==> config.mk <==
export PLATFORM = sky130hd
export DESIGN_NAME = dmem_lsu
export DESIGN_NICKNAME = d
export VERILOG_FILES = /design/src/rtl/lsu_pkg.sv /design/src/rtl/lsu_align.sv /design/src/rtl/dmem_lsu.sv
export SDC_FILE = /design/constraint.sdc
export NUM_CORES = 1
export LEC_CHECK = 0
export CAP_MARGIN = 40
export CORE_UTILIZATION = 46
export DETAILED_ROUTE_END_ITERATION = 7
export MAX_ROUTING_LAYER = met4
export PLACE_DENSITY = 0.88
export SLEW_MARGIN = 15
export SYNTH_ARGS = -nofsm -noshare
export SYNTH_HDL_FRONTEND = slang
export SYNTH_SLANG_ARGS = --single-unit
==> constraint.sdc <==
create_clock -name clk -period 2.58 [get_ports clk]
set_input_delay 0.516 -clock clk [delete_from_list [all_inputs] [get_ports clk]]
set_output_delay 0.516 -clock clk [all_outputs]
set_load 0.05 [all_outputs]
==> src/rtl/lsu_pkg.sv <==
// Shared definitions for the data-memory load/store unit: funct3 codes,
// FSM state encoding and the access-size decoder.
package lsu_pkg;

    localparam logic [2:0] F3_B  = 3'b000;
    localparam logic [2:0] F3_H  = 3'b001;
    localparam logic [2:0] F3_W  = 3'b010;
    localparam logic [2:0] F3_D  = 3'b011;
    localparam logic [2:0] F3_BU = 3'b100;
    localparam logic [2:0] F3_HU = 3'b101;
    localparam logic [2:0] F3_WU = 3'b110;

    typedef enum logic [1:0] {
        IDLE = 2'd0,
        B1   = 2'd1,
        B2   = 2'd2,
        LDW  = 2'd3
    } lsu_state_t;

    typedef struct packed {
        logic       legal;
        logic       sgn;
        logic [3:0] bytes;
    } size_info_t;

    // Unsigned codes are load-only; D and WU exist only on a 64-bit datapath.
    function automatic size_info_t decode_size(input logic [2:0] f3, input logic we,
                                               input int data_w);
        size_info_t r;
        r.legal = 1'b0;
        r.sgn   = 1'b1;
        r.bytes = 4'd1;
        case (f3)
            F3_B:  begin r.legal = 1'b1;                r.bytes = 4'd1; end
            F3_H:  begin r.legal = 1'b1;                r.bytes = 4'd2; end
            F3_W:  begin r.legal = 1'b1;                r.bytes = 4'd4; end
            F3_D:  begin r.legal = (data_w == 64);      r.bytes = 4'd8; end
            F3_BU: begin r.legal = !we; r.sgn = 1'b0;   r.bytes = 4'd1; end
            F3_HU: begin r.legal = !we; r.sgn = 1'b0;   r.bytes = 4'd2; end
            F3_WU: begin r.legal = !we && (data_w == 64); r.sgn = 1'b0; r.bytes = 4'd4; end
            default: r.legal = 1'b0;
        endcase
        return r;
    endfunction

endpackage

==> src/rtl/lsu_align.sv <==
// Combinational lane steering: store byte-enable/data shift over a two-word
// window, and load assembly from two words with sign/zero extension.
module lsu_align
    import lsu_pkg::*;
#(
    parameter int DATA_W = 32
) (
    input  logic [DATA_W-1:0]            st_wdata_i,
    input  logic [$clog2(DATA_W/8)-1:0]  st_off_i,
    input  logic [3:0]                   st_size_i,
    output logic [2*(DATA_W/8)-1:0]      be2_o,
    output logic [2*DATA_W-1:0]          wd2_o,
    input  logic [DATA_W-1:0]            ld_lo_i,
    input  logic [DATA_W-1:0]            ld_hi_i,
    input  logic [$clog2(DATA_W/8)-1:0]  ld_off_i,
    input  logic [3:0]                   ld_size_i,
    input  logic                         ld_sgn_i,
    output logic [DATA_W-1:0]            ld_data_o
);
    localparam int NB = DATA_W / 8;

    logic [2*NB-1:0]     mask;
    logic [2*DATA_W-1:0] comb;
    logic [6:0]          msb_idx;
    logic                fill;

    always_comb begin
        mask = '0;
        for (int unsigned i = 0; i < NB; i++) begin
            mask[i] = (4'(i) < st_size_i);
        end
        be2_o = mask << st_off_i;
        wd2_o = {{DATA_W{1'b0}}, st_wdata_i} << {st_off_i, 3'b000};
    end

    // The two-word window shifted down by the offset puts the access at byte 0.
    always_comb begin
        comb    = {ld_hi_i, ld_lo_i} >> {ld_off_i, 3'b000};
        msb_idx = {ld_size_i, 3'b000} - 7'd1;
        fill    = ld_sgn_i && (ld_size_i != 4'd0) && comb[msb_idx];
        ld_data_o = '0;
        for (int unsigned i = 0; i < NB; i++) begin
            ld_data_o[8*i +: 8] = (4'(i) < ld_size_i) ? comb[8*i +: 8] : {8{fill}};
        end
    end

endmodule

==> src/rtl/dmem_lsu.sv <==
// Load/store unit FSM between the datapath and single-port data memory.
// Define DMEM_LSU_SPLIT_EN to split word-crossing accesses into two beats.
module dmem_lsu
    import lsu_pkg::*;
#(
    parameter int DATA_W = 32,
    parameter int ADDR_W = 9
) (
    input  logic                                clk,
    input  logic                                reset,
    input  logic                                req_valid,
    output logic                                req_ready,
    input  logic                                req_we,
    input  logic [2:0]                          req_funct3,
    input  logic [ADDR_W-1:0]                   req_addr,
    input  logic [DATA_W-1:0]                   req_wdata,
    input  logic [4:0]                          req_rd,
    output logic                                resp_valid,
    output logic                                resp_err,
    output logic [DATA_W-1:0]                   resp_rdata,
    output logic [4:0]                          resp_rd,
    output logic                                wr,
    output logic                                rd,
    output logic [ADDR_W-$clog2(DATA_W/8)-1:0]  addr,
    output logic [DATA_W-1:0]                   wr_data,
    output logic [DATA_W/8-1:0]                 be,
    input  logic [DATA_W-1:0]                   mem_rdata
);
    localparam int NB    = DATA_W / 8;
    localparam int OFF_W = $clog2(NB);
    localparam int WA_W  = ADDR_W - OFF_W;

    lsu_state_t          state_q;
    logic                ready_q, wr_q, rd_q, resp_valid_q, resp_err_q;
    logic [WA_W-1:0]     addr_q;
    logic [NB-1:0]       be_q;
    logic [DATA_W-1:0]   wdat_q, resp_rdata_q;
    logic [4:0]          resp_rd_q, tag_q;
    logic                we_q, sgn_q;
    logic [3:0]          size_q;
    logic [OFF_W-1:0]    off_q;

    size_info_t          dec;
    logic [OFF_W-1:0]    req_off;
    logic [4:0]          span;
    logic                req_cross, req_fault;
    logic [2*NB-1:0]     be2;
    logic [2*DATA_W-1:0] wd2;
    logic [DATA_W-1:0]   ld_lo, ld_hi, ld_data;

`ifdef DMEM_LSU_SPLIT_EN
    logic                cross_q;
    logic [NB-1:0]       be_hi_q;
    logic [DATA_W-1:0]   wd_hi_q, lo_q;
`else
    logic                unused_hi;
    assign unused_hi = ^{be2[2*NB-1:NB], wd2[2*DATA_W-1:DATA_W]};
`endif

    always_comb begin
        dec       = decode_size(req_funct3, req_we, DATA_W);
        req_off   = req_addr[OFF_W-1:0];
        span      = 5'(req_off) + 5'(dec.bytes);
        req_cross = (span > 5'(NB));
`ifdef DMEM_LSU_SPLIT_EN
        req_fault = !dec.legal;
        ld_lo     = cross_q ? lo_q : mem_rdata;
        ld_hi     = mem_rdata;
`else
        req_fault = !dec.legal || req_cross;
        ld_lo     = mem_rdata;
        ld_hi     = '0;
`endif
    end

    lsu_align #(.DATA_W(DATA_W)) u_align (
        .st_wdata_i (req_wdata),
        .st_off_i   (req_off),
        .st_size_i  (dec.bytes),
        .be2_o      (be2),
        .wd2_o      (wd2),
        .ld_lo_i    (ld_lo),
        .ld_hi_i    (ld_hi),
        .ld_off_i   (off_q),
        .ld_size_i  (size_q),
        .ld_sgn_i   (sgn_q),
        .ld_data_o  (ld_data)
    );

    always_ff @(posedge clk or negedge reset) begin
        if (!reset) begin
            state_q      <= IDLE;
            ready_q      <= 1'b0;
            wr_q         <= 1'b0;
            rd_q         <= 1'b0;
            addr_q       <= '0;
            be_q         <= '0;
            wdat_q       <= '0;
            resp_valid_q <= 1'b0;
            resp_err_q   <= 1'b0;
            resp_rdata_q <= '0;
            resp_rd_q    <= '0;
            tag_q        <= '0;
            we_q         <= 1'b0;
            sgn_q        <= 1'b0;
            size_q       <= '0;
            off_q        <= '0;
`ifdef DMEM_LSU_SPLIT_EN
            cross_q      <= 1'b0;
            be_hi_q      <= '0;
            wd_hi_q      <= '0;
            lo_q         <= '0;
`endif
        end else begin
            resp_valid_q <= 1'b0;
            resp_err_q   <= 1'b0;
            resp_rdata_q <= '0;
            resp_rd_q    <= '0;
            case (state_q)
                IDLE: begin
                    ready_q <= 1'b1;
                    if (req_valid && ready_q) begin
                        if (req_fault) begin
                            resp_valid_q <= 1'b1;
                            resp_err_q   <= 1'b1;
                            resp_rd_q    <= req_we ? 5'd0 : req_rd;
                        end else begin
                            state_q <= B1;
                            ready_q <= 1'b0;
                            wr_q    <= req_we;
                            rd_q    <= !req_we;
                            addr_q  <= req_addr[ADDR_W-1:OFF_W];
                            be_q    <= be2[NB-1:0];
                            wdat_q  <= req_we ? wd2[DATA_W-1:0] : '0;
                            we_q    <= req_we;
                            sgn_q   <= dec.sgn;
                            size_q  <= dec.bytes;
                            off_q   <= req_off;
                            tag_q   <= req_rd;
`ifdef DMEM_LSU_SPLIT_EN
                            cross_q <= req_cross;
                            be_hi_q <= be2[2*NB-1:NB];
                            wd_hi_q <= req_we ? wd2[2*DATA_W-1:DATA_W] : '0;
`endif
                        end
                    end
                end
                B1: begin
`ifdef DMEM_LSU_SPLIT_EN
                    if (cross_q) begin
                        state_q <= B2;
                        addr_q  <= addr_q + WA_W'(1);
                        be_q    <= be_hi_q;
                        wdat_q  <= wd_hi_q;
                    end else
`endif
                    begin
                        wr_q   <= 1'b0;
                        rd_q   <= 1'b0;
                        addr_q <= '0;
                        be_q   <= '0;
                        wdat_q <= '0;
                        if (we_q) begin
                            state_q      <= IDLE;
                            ready_q      <= 1'b1;
                            resp_valid_q <= 1'b1;
                        end else begin
                            state_q <= LDW;
                        end
                    end
                end
`ifdef DMEM_LSU_SPLIT_EN
                B2: begin
                    lo_q   <= mem_rdata;
                    wr_q   <= 1'b0;
                    rd_q   <= 1'b0;
                    addr_q <= '0;
                    be_q   <= '0;
                    wdat_q <= '0;
                    if (we_q) begin
                        state_q      <= IDLE;
                        ready_q      <= 1'b1;
                        resp_valid_q <= 1'b1;
                    end else begin
                        state_q <= LDW;
                    end
                end
`endif
                LDW: begin
                    state_q      <= IDLE;
                    ready_q      <= 1'b1;
                    resp_valid_q <= 1'b1;
                    resp_rdata_q <= ld_data;
                    resp_rd_q    <= tag_q;
                end
                default: state_q <= IDLE;
            endcase
        end
    end

    assign req_ready  = ready_q;
    assign resp_valid = resp_valid_q;
    assign resp_err   = resp_err_q;
    assign resp_rdata = resp_rdata_q;
    assign resp_rd    = resp_rd_q;
    assign wr         = wr_q;
    assign rd         = rd_q;
    assign addr       = addr_q;
    assign wr_data    = wdat_q;
    assign be         = be_q;

endmodule

==> results.md <==
* Run status: finished, final reports clean
* Worst R2R Setup Slack at 0.48 ns
* Total gr overflow at 0
* Area growth from synthesis to layout at 45.5%
* Final Skew at 0.0185 ns
* Die Y at 107 um
* Post-DP HPWL at 11300 um
* Crit Path Class: in -> reg
* Multi-input gate area at 2460 sq um
* Tot GR Track Use at 27.9%
* Yosys warnings at 0
* Cell family with most CP delay: buffers and inverters
* TritonCTS clock tree: built
* Inserted Clock Buffers at 9
* Distinct cells, synth at 47
* DRT iter0 DRCs at 321
* Clock slew at reported path FFs at 0.10 ns
* Power consumption at 6.91 mW
* Synthesized area at 5110 sq um
* Core area at 10800 sq um
* Critical Path RT at 2.82 ns
* Ys flop type: dfrtp_1
* Final setup viols at 0
* Synth Net Count at 614
* Synthesized-area fraction occupied by adder cells at 2.60%
* Worst Hold Class: in -> async
* RSZ-0062 raised after global routing: no
* Site Rows at 38
* Die W at 107 um
* Drt wl/cell at 18.1 um
* Rel. slew slack at 60.8%
* Ys async rst share at 100%
* Routability Congestion at 0.971
* Buffers & Inverters on Critical Path at 3
* Syn avg cell area at 9.84 sq um
* Worst r2r path cells at 7
* N_diodes at 0
* Starting Density at 47.1%
* Post-route ant nets at 0
* Combinational family with the most area after synthesis: simple AND/OR/NAND/NOR gates
* Final min period at 2.47 ns
* Fill cell count at 778
* Slew at the pin with the worst max-slew slack at 0.588 ns
* Clock tree buffer depth at 2
* Fmax at 404 MHz
* Reg-to-Reg Start: size_q[0]
* Worst setup path startpoint: req_addr[1]
* Max incr delay on CP at 0.61 ns
* MaxCap Viol Count at 0
* Vias/cell at 5.60
* Final Cell Area at 7430 sq um
* Mapped Cells at 519
* CP Cell Sequence: clkdlybuf4s50_1, inv_1, fa_2, nand2b_4, a211o_4, bufbuf_16, nand3_1, o31ai_2
* Reg area at 2500 sq um
* Port bufs at 169
* Die footprint at 11500 sq um
* Crit end category: flop
* CP Depth at 8
* Crit path launch type: primary input
* Clk sinks at 100
* Synth Area in Compound Gates at 17.3%
* Largest net degree at the start of global routing at 46
* First-pass GRT wire length at 23800 um
* Root buffer cell: clkbuf_8
* # DRC at 0
* RR Endpoint: resp_rdata[16]
* Synth Area in XOR/XNOR at 0.515%
* PD cells at 930 nW/um^2
* Via count of the first global-routing pass at 4611
* CP max FO at 8
* Critical Path AT at 2.72 ns
* Area after DPL at 7090 sq um
* Post-synth EDFFs at 0
* CTS H-tree lvls at 3
* Initial antenna violation count at 0
* Crit path capture: wr_data[8]
* Slowest cell on crit path: fa_2
* Vias at 4732
* P_leak at 3.40 nW
* Tcrit/Tclk final at 95.8%
* Maximum vdd drop at 446 uV
* Total routed wirelength at 15300 um
* WHS at 0.144 ns
* Multiplexer share of the synthesized area at 8.58%
* Commonest non-fill, non-tap cell in the layout: clkdlybuf4s50_1
* Skew-Pair Late Insertion Delay at 0.37 ns
* Seq cells post-synth at 100
* Final Hold Fails at 0
* IO Pins at 170
* Final Slew Violations at 0
* Simple-gate share of the synthesized area at 17.4%
* Number of iterations in the first detailed-routing pass at 8
* Share of layout cells above drive strength 1 at 11.2%
* Nets@finish at 795
* Core Util, Final at 68.5%
* Register area share after synthesis at 49.0%
* Commonest cells after routing, fill and taps aside: clkdlybuf4s50_1, dfrtp_1, nand2_1
[stage by stage]
| step | instances | setup slack (ns) | setup TNS, ns |
|---|---|---|---|
| after global placement | 825 | -0.510 | -30.34 |
| after floorplan | 519 | 0.0191 | 0 |
| final | 845 | 0.107 | 0 |
| after global routing | 845 | 0.0727 | 0 |
| after CTS | 845 | 0.0341 | 0 |
| after detailed placement | 825 | -0.699 | -36.77 |
[synthesized netlist by cell type (all sizes together) (2+ instances only)]
| cell | n | area share [%] |
|---|---|---|
| o31ai | 21 | 3.4 |
| and3 | 8 | 0.98 |
| clkbuf | 16 | 1.2 |
| nor3 | 2 | 0.20 |
| a41o | 8 | 1.6 |
| o21ai | 15 | 1.5 |
| a31oi | 3 | 0.49 |
| o211ai | 2 | 0.29 |
| xor2 | 2 | 0.34 |
| a22o | 5 | 0.86 |
| mux2 | 3 | 0.73 |
| nand2b | 12 | 1.5 |
| nand2 | 64 | 4.7 |
| buf | 21 | 2.5 |
| inv | 12 | 0.88 |
| a211oi | 17 | 2.6 |
| mux2i | 40 | 7.8 |
| ha | 9 | 2.2 |
| a21oi | 30 | 2.9 |
| nor2 | 38 | 2.8 |
| o21a | 10 | 1.5 |
| nor2b | 12 | 1.5 |
| nand3 | 46 | 4.5 |
| a21boi | 8 | 1.2 |
| dfrtp | 100 | 49 |
| and2 | 2 | 0.24 |
[sequential cells by signal, indices dropped and copies added (netlist names), 4 cells and up]
name        count
wr_data        32
resp_rdata     32
be              4
addr            7
tag_q           5
size_q          4
resp_rd         5
[logic make-up (layout without fill, tap and decap cells)]
family | after synthesis | in the layout
xor gates and xnor gates | 3 | 3
adders and majority gates | 10 | 10
buffers and inverters | 49 | 234
DFF | 100 | 100
and+or+nand+nor | 189 | 189
muxes | 43 | 43
AOI/OAI and AO/OA | 125 | 126
[per-layer routing]
metal / wire length (um) / share of wire [%] / GRT usage (%) / vias to the layer above
met5: 0 / 0 / - / -
met4: 336 / 2.2 / 9.20 / 0
met3: 1230 / 8.0 / 5.27 / 29
met2: 7590 / 50 / 46.7 / 259
met1: 6140 / 40 / 34.0 / 2251
li1: - / - / - / 2193
[what timing repair did]
item | 4_1_cts | 5_1_grt
gates cloned | 3 | 0
endpoints found under the setup margin | 64 | 61
gates resized for setup | 15 | 10
pin swaps | 1 | 1
setup buffers | 1 | 0
hold buffers | 0 | 0
[area by class of cell]
| type | instances | area share (%) |
|---|---|---|
| clock buffers | 11 | 1.77 |
| clock inverters | 5 | 0.825 |
| inverters | 12 | 0.606 |
| multi-input cells | 371 | 33.1 |
| flip-flops and latches | 100 | 33.7 |
| well taps | 140 | 2.36 |
| repair buffers | 206 | 27.7 |
[worst min-delay path by stage]
stage,cells past startpoint,startpoint,end,slack (ns)
after detailed placement,2,tag_q[3],tag_q[3],0.47
after floorplan,0,reset,addr[0],0.22
final,1,reset,addr[6],0.14
after CTS,1,reset,addr[3],0.15
after global routing,1,reset,addr[6],0.18
after global placement,2,tag_q[2],tag_q[2],0.46
[power breakdown]
| part | switching, mW | internal (mW) |
|---|---|---|
| Sequential | 0.244 | 1.94 |
| Combinational | 2.38 | 1.36 |
| Clock | 0.541 | 0.455 |
| Total | 3.17 | 3.75 |
Note: power is estimated with default switching activity, not from simulation.
